==> config.mk <==
export PLATFORM = sky130hd
export DESIGN_NAME = fifo_uart_tx
export DESIGN_NICKNAME = d
export VERILOG_FILES = /design/src/rtl/fifo_uart_tx.sv
export SDC_FILE = /design/constraint.sdc
export NUM_CORES = 1
export LEC_CHECK = 0
export BUFFER_PORTS_ARGS = -buffer_cell sky130_fd_sc_hd__buf_2
export CAP_MARGIN = 20
export CORE_MARGIN = 1
export CORE_UTILIZATION = 45
export CTS_BUF_LIST = sky130_fd_sc_hd__clkbuf_8
export CTS_CLUSTER_DIAMETER = 60
export DETAILED_ROUTE_END_ITERATION = 8
export GPL_ROUTABILITY_DRIVEN = 0
export SLEW_MARGIN = 10
export SYNTH_ARGS = -nofsm -noshare
export SYNTH_HDL_FRONTEND = slang
export SYNTH_SLANG_ARGS = --single-unit
==> constraint.sdc <==
create_clock -name clk -period 4.95 [get_ports clk]
set_input_delay 0.99 -clock clk [delete_from_list [all_inputs] [get_ports clk]]
set_output_delay 0.99 -clock clk [all_outputs]
set_load 0.05 [all_outputs]
==> src/rtl/fifo_uart_tx.sv <==
// fifo_uart_tx: drains the show-ahead byte FIFO and sends each byte as 8N1.
// Define UART_TX_PARITY_EN to insert an even parity bit (8E1).
module fifo_uart_tx #(
  parameter int CLK_FREQ = 25_000_000,
  parameter int BAUD     = 115200
) (
  input  logic       clk,
  input  logic       rst_n,
  input  logic       tx_en,
  input  logic       rd_empty,
  input  logic [7:0] rd_data,
  output logic       rd_req,
  output logic       txd,
  output logic       busy,
  output logic       tx_done
);

  localparam int BAUD_DIV = CLK_FREQ / BAUD;
  localparam int CW = $clog2(BAUD_DIV);
  localparam logic [CW-1:0] LAST = CW'(BAUD_DIV - 1);
  localparam logic [CW-1:0] PRE  = CW'(BAUD_DIV - 2);

`ifdef UART_TX_PARITY_EN
  typedef enum logic [2:0] {
    IDLE, START, DATA, PARITY, STOP
  } state_t;
`else
  typedef enum logic [1:0] {
    IDLE, START, DATA, STOP
  } state_t;
`endif

  state_t        state;
  logic [CW-1:0] baud_cnt;
  logic [2:0]    bit_cnt;
  logic [7:0]    shift_reg;
  logic          bit_end;
`ifdef UART_TX_PARITY_EN
  logic          par;
`endif

  assign bit_end = (baud_cnt == LAST);

  // Pulled in the IDLE cycle so the show-ahead data is captured at its edge.
  assign rd_req = rst_n & (state == IDLE) & tx_en & ~rd_empty;

  always_ff @(posedge clk or negedge rst_n) begin
    if (!rst_n) begin
      state     <= IDLE;
      baud_cnt  <= '0;
      bit_cnt   <= '0;
      shift_reg <= '0;
      txd       <= 1'b1;
      busy      <= 1'b0;
      tx_done   <= 1'b0;
`ifdef UART_TX_PARITY_EN
      par       <= 1'b0;
`endif
    end else begin
      tx_done <= 1'b0;
      case (state)
        IDLE: begin
          txd <= 1'b1;
          if (rd_req) begin
            shift_reg <= rd_data;
            baud_cnt  <= '0;
            state     <= START;
            txd       <= 1'b0;
            busy      <= 1'b1;
`ifdef UART_TX_PARITY_EN
            par       <= ^rd_data;
`endif
          end
        end
        START: begin
          if (bit_end) begin
            baud_cnt <= '0;
            bit_cnt  <= '0;
            state    <= DATA;
            txd      <= shift_reg[0];
          end else begin
            baud_cnt <= baud_cnt + 1'b1;
          end
        end
        DATA: begin
          if (bit_end) begin
            baud_cnt  <= '0;
            shift_reg <= shift_reg >> 1;
            bit_cnt   <= bit_cnt + 1'b1;
            if (bit_cnt == 3'd7) begin
`ifdef UART_TX_PARITY_EN
              state <= PARITY;
              txd   <= par;
`else
              state <= STOP;
              txd   <= 1'b1;
`endif
            end else begin
              txd <= shift_reg[1];
            end
          end else begin
            baud_cnt <= baud_cnt + 1'b1;
          end
        end
`ifdef UART_TX_PARITY_EN
        PARITY: begin
          if (bit_end) begin
            baud_cnt <= '0;
            state    <= STOP;
            txd      <= 1'b1;
          end else begin
            baud_cnt <= baud_cnt + 1'b1;
          end
        end
`endif
        STOP: begin
          // Look one clock ahead so the pulse lands on the last stop clock.
          tx_done <= (baud_cnt == PRE);
          if (bit_end) begin
            baud_cnt <= '0;
            state    <= IDLE;
            busy     <= 1'b0;
          end else begin
            baud_cnt <= baud_cnt + 1'b1;
          end
        end
        default: begin
          state <= IDLE;
          txd   <= 1'b1;
          busy  <= 1'b0;
        end
      endcase
    end
  end

endmodule

==> results.md, run 1 <==
* Slew Limit Fails at 0
* Worst R2R Path Depth at 5
* YS warnings at 0
* WHS Endpoint: shift_reg[7]$_DFFE_PN0P_
* Clock latency at the later pin of the worst-skew pair at 0.26 ns
* Fin cells at 166
* # setup viols final at 0
* Mapped Cells at 119
* Max cap viols at 0
* Root Driver: clkbuf_8
* Area Overhead vs Synth at 11.06%
* Post-CTS Resized at 0
* Synth Register Bits at 24
* Status: finished, final reports clean
* Routed length per instance at 14.55 µm
* 1st-iter DRT viols at 16
* HP Start: shift_reg[7]$_DFFE_PN0P_
* Final #Nets at 157
* H-tree Lvls at 1
* Largest net degree at the start of global routing at 26
* Worst slew pin tran at 0.5769 ns
* Mean Syn Cell Area at 11.31 µm²
* Post-DP HPWL at 1.788 mm
* Netlist Area Pre-Place at 1346 µm²
* Cts hold-fix bufs at 0
* Pleak at 0.7057 nW
* CP max FO at 25
* Routed wire length at 2.415 mm
* Relative slew slack at 61.54%
* Vias in the first global route at 907
* Synth async-reset ratio at 100.0%
* Share of post-route cells with drive strength above 1 at 34.07%
* Ant. Diodes at 0
* Fillers at 266
* Final TNS setup at 0 ns
* Crit Path Class: primary input to output port
* Grt ovf at 0
* Port-buffer cells at 15
* Post-synth top flop: dfrtp_1
* CP Launch Type: primary input
* First-pass GRT wire length at 4.236 mm
* Starting density of the core at 47.99%
* Launching point of the worst reg2reg path: state[0]$_DFFE_PN0P_
* Crit path capture type: output port
* F_max at 0.3123 GHz
* Worst EP arrival at 2.21 ns
* Endpoints failing hold at 0
* Pwr/cell area at 228.6 nW/µm²
* Num CTS Buffers at 3
* EDFF count, synth at 0
* Final period util at 64.68%
* CTS tree: built
* Post-CTS Setup Bufs at 0
* Sequential fraction of the synthesis area at 44.70%
* GR Util All Layers at 17.34%
* Routed Antenna Nets at 0
* Die height at 56.70 µm
* Post-Route Skew at 0.001301 ns
* Cells after DPL at 162
* PnR worst setup slack at 1.748 ns
* DR vias at 943
* Clk sinks at 24
* R2R Setup Slk at 2.77 ns
* Synth Net Count at 140
* Ports at 16
* Initial DRT Pass Iterations at 4
* Core Rows at 19
* # DRC at 0
* Reg-to-Reg End: shift_reg[2]$_DFFE_PN0P_
* Pre-CTS setup slack at 1.687 ns
* Synth unique cells at 37
* Peak VDD IR at 0.0001137 V
* Crit path time final at 3.202 ns
* Worst-path clk slew at 0.08 ns
* Hold Crit Class: flip-flop to flip-flop
* Initial antenna violation count at 0
* Core area at 2805 µm²
* Detail-routed via count per cell at 5.681
* RSZ-0062 raised after global routing: no
* Max clock buf depth at 2
* Req. time, crit path at 3.96 ns
* Total die area at 3214 µm²
* Worst hold path depth at 1
* Die width at 56.70 µm
[synth_stat cells (2+ instances only)]
master / n / area share (%)
dfrtp_1: 23 / 43
mux2_2: 17 / 14
ha_1: 9 / 8.4
nor2_1: 9 / 2.5
inv_1: 6 / 1.7
a21oi_1: 5 / 1.9
nand2_1: 5 / 1.4
nand3_1: 4 / 1.5
o21ai_0: 4 / 1.5
xnor2_1: 4 / 2.6
nor3_1: 3 / 1.1
a22o_1: 2 / 1.3
nand4b_1: 2 / 1.3
o31ai_1: 2 / 1.1
o32ai_1: 2 / 1.3
[cells by family after synthesis]
kind of cell | count (synthesis) | share of synthesized area, %
AND/OR/NAND/NOR | 32 | 14.03
AO/OA/AOI/OAI | 24 | 12.92
multiplexers | 17 | 14.22
XOR/XNOR | 4 | 2.602
flip-flops | 24 | 44.70
buffers and inverters | 9 | 3.159
adder cells (fa/ha/maj) | 9 | 8.364
[how the worst max path moves through the flow]
stage	start	endpoint	slack, ns	cells after the start
global route	rst_n	rd_req	1.57	4
finish	rst_n	rd_req	1.75	4
detailed placement	rst_n	rd_req	1.69	4
global placement	rst_n	rd_req	1.70	4
floorplan	rd_empty	rd_req	2.02	2
CTS	rst_n	rd_req	1.69	4
[cell type report]
class                           instances  area [µm²]  share of cell area [%]
Clock buffer                            4       55.05                   3.682
Inverter                                6       22.52                   1.506
Timing Repair Buffer                   15       75.07                   5.021
Sequential cell                        24       601.8                   40.25
Multi-Input combinational cell         86       701.9                   46.95
Tap cell                               31       38.79                   2.594
[placed cells by master, fill, tap and decap left out, types with 2 or more instances in the layout]
cell      instances
dfrtp_1          23
mux2_2           17
buf_2            15
nor2_1            9
ha_1              9
inv_1             6
nand2_1           5
a21oi_1           5
nand3_1           4
xnor2_1           4
o21ai_0           4
clkbuf_8          4
nor3_1            3
nand4b_1          2
o32ai_1           2
a22o_1            2
o31ai_1           2
[critical path, stage by stage]
cell and delay, ns:
buf_2 0.46, nand3b_4 0.18, nor2_1 0.25, buf_2 0.32
[power by group]
group	switching [mW]	internal, mW	total, mW	leakage (nW)
combinational	0.00780	0.00625	0.0141	0.366
clock	0.0603	0.0710	0.131	0.0288
sequential	0.000275	0.196	0.196	0.311
total	0.0683	0.273	0.342	0.706
[layer usage]
metal / GRT usage [%] / share of wire [%] / routed length [µm]
met3: 2.765 / 3.0 / 72
met5: 0 / 0 / 0
met4: 6.429 / 1.2 / 29
met1: 24.78 / 49 / 1181
met2: 26.36 / 47 / 1131
[per-stage QoR]
step / hold slack, ns / utilization [%] / power, mW / area (µm²)
finish: 0.5083 / 53.30 / 0.3418 / 1495
global route: 0.5260 / 53.30 / 0.3568 / 1495
CTS: 0.5133 / 53.30 / 0.3482 / 1495
detailed placement: 0.4931 / 51.34 / 0.2150 / 1440
global placement: 0.4805 / 51.34 / 0.2145 / 1440
floorplan: 0.4572 / - / 0.2057 / 1346
Power figures use the tool's default switching activity.
==> run 2, diff against run 1 <==
==> constraint.sdc (replaced) <==
create_clock -name clk -period 3.1 [get_ports clk]
set_input_delay 0.62 -clock clk [delete_from_list [all_inputs] [get_ports clk]]
set_output_delay 0.62 -clock clk [all_outputs]
set_load 0.05 [all_outputs]
==> results.md, run 2 (same netlist as run 1, synthesis figures left out) <==
* Post-CTS Resized at 0
* Clk sinks at 24
* Fillers at 270
* Port-buffer cells at 15
* Slowest-stage cell, CP: dfrtp_1
* First-pass GRT wire length at 4.422 mm
* Pleak at 0.7105 nW
* Core area at 2805 µm²
* Share of post-route cells with drive strength above 1 at 34.56%
* CP max FO at 9
* Max clock buf depth at 2
* Post-DP HPWL at 1.862 mm
* Reg-to-Reg End: shift_reg[3]$_DFFE_PN0P_
* Worst slew pin tran at 0.4820 ns
* Worst R2R Path Depth at 5
* CP cell instances: inv_1 > ha_1 > inv_1 > nor2_1 > buf_2
* Root Driver: clkbuf_8
* Starting density of the core at 47.99%
* H-tree Lvls at 1
* Routed length per instance at 14.46 µm
* Max cap viols at 0
* Die width at 56.70 µm
* Cells after DPL at 163
* Slew Limit Fails at 0
* Num CTS Buffers at 3
* Status: finished, final reports clean
* Initial antenna violation count at 0
* Area Overhead vs Synth at 11.62%
* DR vias at 924
* Ant. Diodes at 0
* Routed wire length at 2.415 mm
* Clock latency at the later pin of the worst-skew pair at 0.27 ns
* Critical path buffer and inverter count at 3
* Crit-path max cell delay at 0.41 ns
* Hold Crit Class: primary input to asynchronous set/reset pin
* # DRC at 0
* CTS tree: built
* Endpoints failing hold at 0
* Commonest cells after routing, fill and taps aside: dfrtp_1, mux2_2, buf_2, nor2_1, ha_1
* Final TNS setup at 0 ns
* Peak VDD IR at 0.0003722 V
* # setup viols final at 0
* Crit Path Class: flip-flop to output port
* Launching point of the worst reg2reg path: state[0]$_DFFE_PN0P_
* CP Launch Type: flip-flop
* Req. time, crit path at 2.48 ns
* GR Util All Layers at 17.89%
* Post-Route Skew at 0.004222 ns
* Post-CTS Setup Bufs at 0
* CP delay by family, top: buffers and inverters
* Commonest non-fill, non-tap cell in the layout: dfrtp_1
* Relative slew slack at 67.86%
* Grt ovf at 0
* Cts hold-fix bufs at 0
* Vias in the first global route at 995
* Final period util at 79.99%
* Worst EP arrival at 1.86 ns
* Worst-path clk slew at 0.08 ns
* Detail-routed via count per cell at 5.533
* Initial DRT Pass Iterations at 4
* Crit path capture type: output port
* Largest net degree at the start of global routing at 25
* Most used cell, CP: inv_1
* Ports at 16
* Final #Nets at 158
* Fin cells at 167
* 1st-iter DRT viols at 20
* RSZ-0062 raised after global routing: no
* R2R Setup Slk at 0.94 ns
* F_max at 0.4033 GHz
* Total die area at 3214 µm²
* Pwr/cell area at 362.2 nW/µm²
* Routed Antenna Nets at 0
* Die height at 56.70 µm
* Crit path time final at 2.480 ns
* Core Rows at 19
## run 2: cell count changes in the layout (fill, tap and decap cells not counted)
cell,before,now
buf_4,0,1
## run 2: final cells by class
| cell class | count | area, µm² | area share (%) |
|---|---|---|---|
| Clock buffer | 4 | 55.05 | 3.664 |
| Inverter | 6 | 22.52 | 1.499 |
| Multi-Input combinational cell | 86 | 701.9 | 46.71 |
| Sequential cell | 24 | 601.8 | 40.05 |
| Tap cell | 31 | 38.79 | 2.581 |
| Timing Repair Buffer | 16 | 82.58 | 5.495 |
## run 2: power by group
| part | switching (mW) | leakage, nW | internal [mW] |
|---|---|---|---|
| logic | 0.0127 | 0.371 | 0.0108 |
| registers | 0.000432 | 0.311 | 0.313 |
| clock network | 0.0936 | 0.0288 | 0.113 |
## run 2: worst max path at each step
stage / start / endpoint / slack [ns] / depth (start not counted)
after global routing: state[1]$_DFFE_PN0P_ / rd_req / 0.53 / 5
after CTS: state[0]$_DFFE_PN0P_ / rd_req / 0.61 / 5
final: state[0]$_DFFE_PN0P_ / rd_req / 0.62 / 5
after detailed placement: state[0]$_DFFE_PN0P_ / shift_reg[5]$_DFFE_PN0P_ / 0.89 / 5
after global placement: state[0]$_DFFE_PN0P_ / rd_req / 0.95 / 5
after floorplan: state[0]$_DFFE_PN0P_ / shift_reg[0]$_DFFE_PN0P_ / 0.73 / 7
## run 2: worst register-to-register path: stages (launching register included)
cell     delay (ns)
dfrtp_1        0.41
inv_1          0.13
ha_1           0.48
inv_1          0.20
o22ai_2        0.45
mux2_2         0.39
## run 2: per-stage QoR
| step | area (µm²) | utilization [%] | total power [mW] | hold WS (ns) | setup slack (ns) |
|---|---|---|---|---|---|
| final | 1503 | 53.57 | 0.5443 | 0.3789 | 0.6204 |
| after global routing | 1503 | 53.57 | 0.5738 | 0.4250 | 0.5306 |
| after global placement | 1448 | 51.61 | 0.3440 | 0.4763 | 0.9457 |
| after floorplan | 1346 | - | 0.3284 | 0.3244 | 0.7344 |
| after CTS | 1503 | 53.57 | 0.5591 | 0.3981 | 0.6059 |
| after detailed placement | 1448 | 51.61 | 0.3444 | 0.4875 | 0.8933 |
## run 2: metal layers
metal | global-route usage (%) | part of all wire, %
met1 | 21.99 | 48
met2 | 30.44 | 46
met3 | 4.147 | 3.6
met4 | 6.429 | 1.7
met5 | 0 | 0
==> run 3, diff against run 2 <==
==> constraint.sdc (replaced) <==
create_clock -name clk -period 2.3 [get_ports clk]
set_input_delay 0.46 -clock clk [delete_from_list [all_inputs] [get_ports clk]]
set_output_delay 0.46 -clock clk [all_outputs]
set_load 0.05 [all_outputs]
==> results.md, run 3 (same netlist as run 1, synthesis figures left out) <==
* Slew Limit Fails at 0
* Area Overhead vs Synth at 12.55%
* M2 GR Usage at 27.38%
* # setup viols final at 0
* Total die area at 3214 µm²
* CP max FO at 9
* Status: finished, violations left
* CTS tree: built
* RSZ-0062 raised after global routing: no
* Peak VDD IR at 0.0002119 V
* Relative slew slack at 71.30%
* 1st-iter DRT viols at 14
* Num CTS Buffers at 3
* GRT busiest layer: met2
* Crit-path max cell delay at 0.41 ns
* Port-buffer cells at 15
* Pleak at 0.7147 nW
* Largest net degree at the start of global routing at 25
* Vias in the first global route at 974
* Core Rows at 19
* Pwr Total at 739.9 µW
* GR Util All Layers at 17.09%
* Final TNS setup at 0 ns
* Endpoints failing hold at 0
* Worst slew pin tran at 0.4304 ns
* Final period util at 91.66%
* DR vias at 955
* Commonest non-fill, non-tap cell in the layout: dfrtp_1
* Commonest cells after routing, fill and taps aside: dfrtp_1, mux2_2, buf_2, nor2_1, ha_1
* Final #Nets at 159
* Detail-routed via count per cell at 5.685
* Combined area of the multi-input logic cells at 706.9 µm²
* Fillers at 251
* Root Driver: clkbuf_8
* Share of post-route cells with drive strength above 1 at 36.50%
* Initial DRT Pass Iterations at 6
* CP cell instances: inv_1 > ha_2 > inv_1 > nor2_2 > buf_2
* H-tree Lvls at 1
* Max clock buf depth at 2
* First-pass GRT wire length at 4.333 mm
* Die height at 56.70 µm
* Slowest-stage cell, CP: dfrtp_1
* Failing checks: DRC
* Most used cell, CP: inv_1
* Crit path time final at 2.108 ns
* Post-Route Skew at 0.003093 ns
* Die width at 56.70 µm
* Post-CTS Resized at 0
* # DRC at 2
* CP delay by family, top: buffers and inverters
* Worst EP arrival at 1.65 ns
* Register area at 601.8 µm²
* Pwr/cell area at 488.3 nW/µm²
* CP Launch Type: flip-flop
* Cts hold-fix bufs at 0
* Grt ovf at 0
* Critical path buffer and inverter count at 3
* Crit Path Class: flip-flop to output port
* Req. time, crit path at 1.84 ns
* Met3 Usage GRT at 2.765%
* F_max at 0.4743 GHz
* Routed wire length at 2.370 mm
* Core area at 2805 µm²
* Max cap viols at 0
* Clock latency at the later pin of the worst-skew pair at 0.26 ns
* Clk sinks at 24
* Ant. Diodes at 0
* Hold Crit Class: primary input to asynchronous set/reset pin
* Post-DP HPWL at 1.828 mm
* Ports at 16
* Routed length per instance at 14.11 µm
* R2R Setup Slk at 0.45 ns
* Routed Antenna Nets at 0
* Post-CTS Setup Bufs at 0
* Worst-path clk slew at 0.09 ns
* Starting density of the core at 47.99%
* Crit path capture type: output port
* Met1 GRT Util at 24.34%
* Initial antenna violation count at 0
run 3: cell types whose count changed in the layout (fill, tap and decap cells not counted):
cell / change
ha_2: +1
buf_4: +1
nor2_1: -1
ha_1: -1
nor2_2: +1
run 3: worst paths after layout:
check	from	end	cells past startpoint
max in group asynchronous	rst_n	txd$_DFFE_PN1P_	2
min in group clk	shift_reg[7]$_DFFE_PN0P_	shift_reg[7]$_DFFE_PN0P_	1
worst min-delay path	rst_n	baud_cnt[3]$_DFFE_PN0P_	2
worst max-delay path	state[0]$_DFFE_PN0P_	rd_req	5
worst max register to register	state[0]$_DFFE_PN0P_	shift_reg[2]$_DFFE_PN0P_	5
worst min register to register	shift_reg[7]$_DFFE_PN0P_	shift_reg[7]$_DFFE_PN0P_	1
run 3: power by group:
group          total [mW]  leakage (nW)  internal, mW  switching (mW)
combinational      0.0324         0.375        0.0146          0.0178
sequential          0.423         0.311         0.422        0.000547
clock               0.285        0.0288         0.153           0.132
run 3: per-layer routing:
layer  part of all wire (%)  vias up  routed length (µm)
met1                     52      464                1228
met4                   0.25        0                   6
li1                       -      470                   -
met2                     45       19                1062
met3                    3.0        2                  72
met5                      0        -                   0
run 3: final cells by class:
type                       instances  area share (%)
timing repair buffer              17           5.946
multi-input combinational         86           46.66
sequential                        24           39.72
tap                               31           2.560
inverter                           6           1.486
clock buffer                       4           3.633
run 3: stage by stage:
| stage | cell area (µm²) | instances | setup slack (ns) | utilization (%) | hold WS [ns] |
|---|---|---|---|---|---|
| 2_1_floorplan | 1349 | 119 | 0.2487 | - | 0.1644 |
| 4_1_cts | 1513 | 168 | 0.1028 | 53.93 | 0.2440 |
| 3_3_place_gp | 1458 | 164 | 0.4496 | 51.96 | 0.4791 |
| 5_1_grt | 1515 | 168 | 0.05717 | 54.01 | 0.2705 |
| 3_5_place_dp | 1458 | 164 | 0.3984 | 51.96 | 0.4748 |
| 6_report | 1515 | 168 | 0.1917 | 54.01 | 0.2301 |
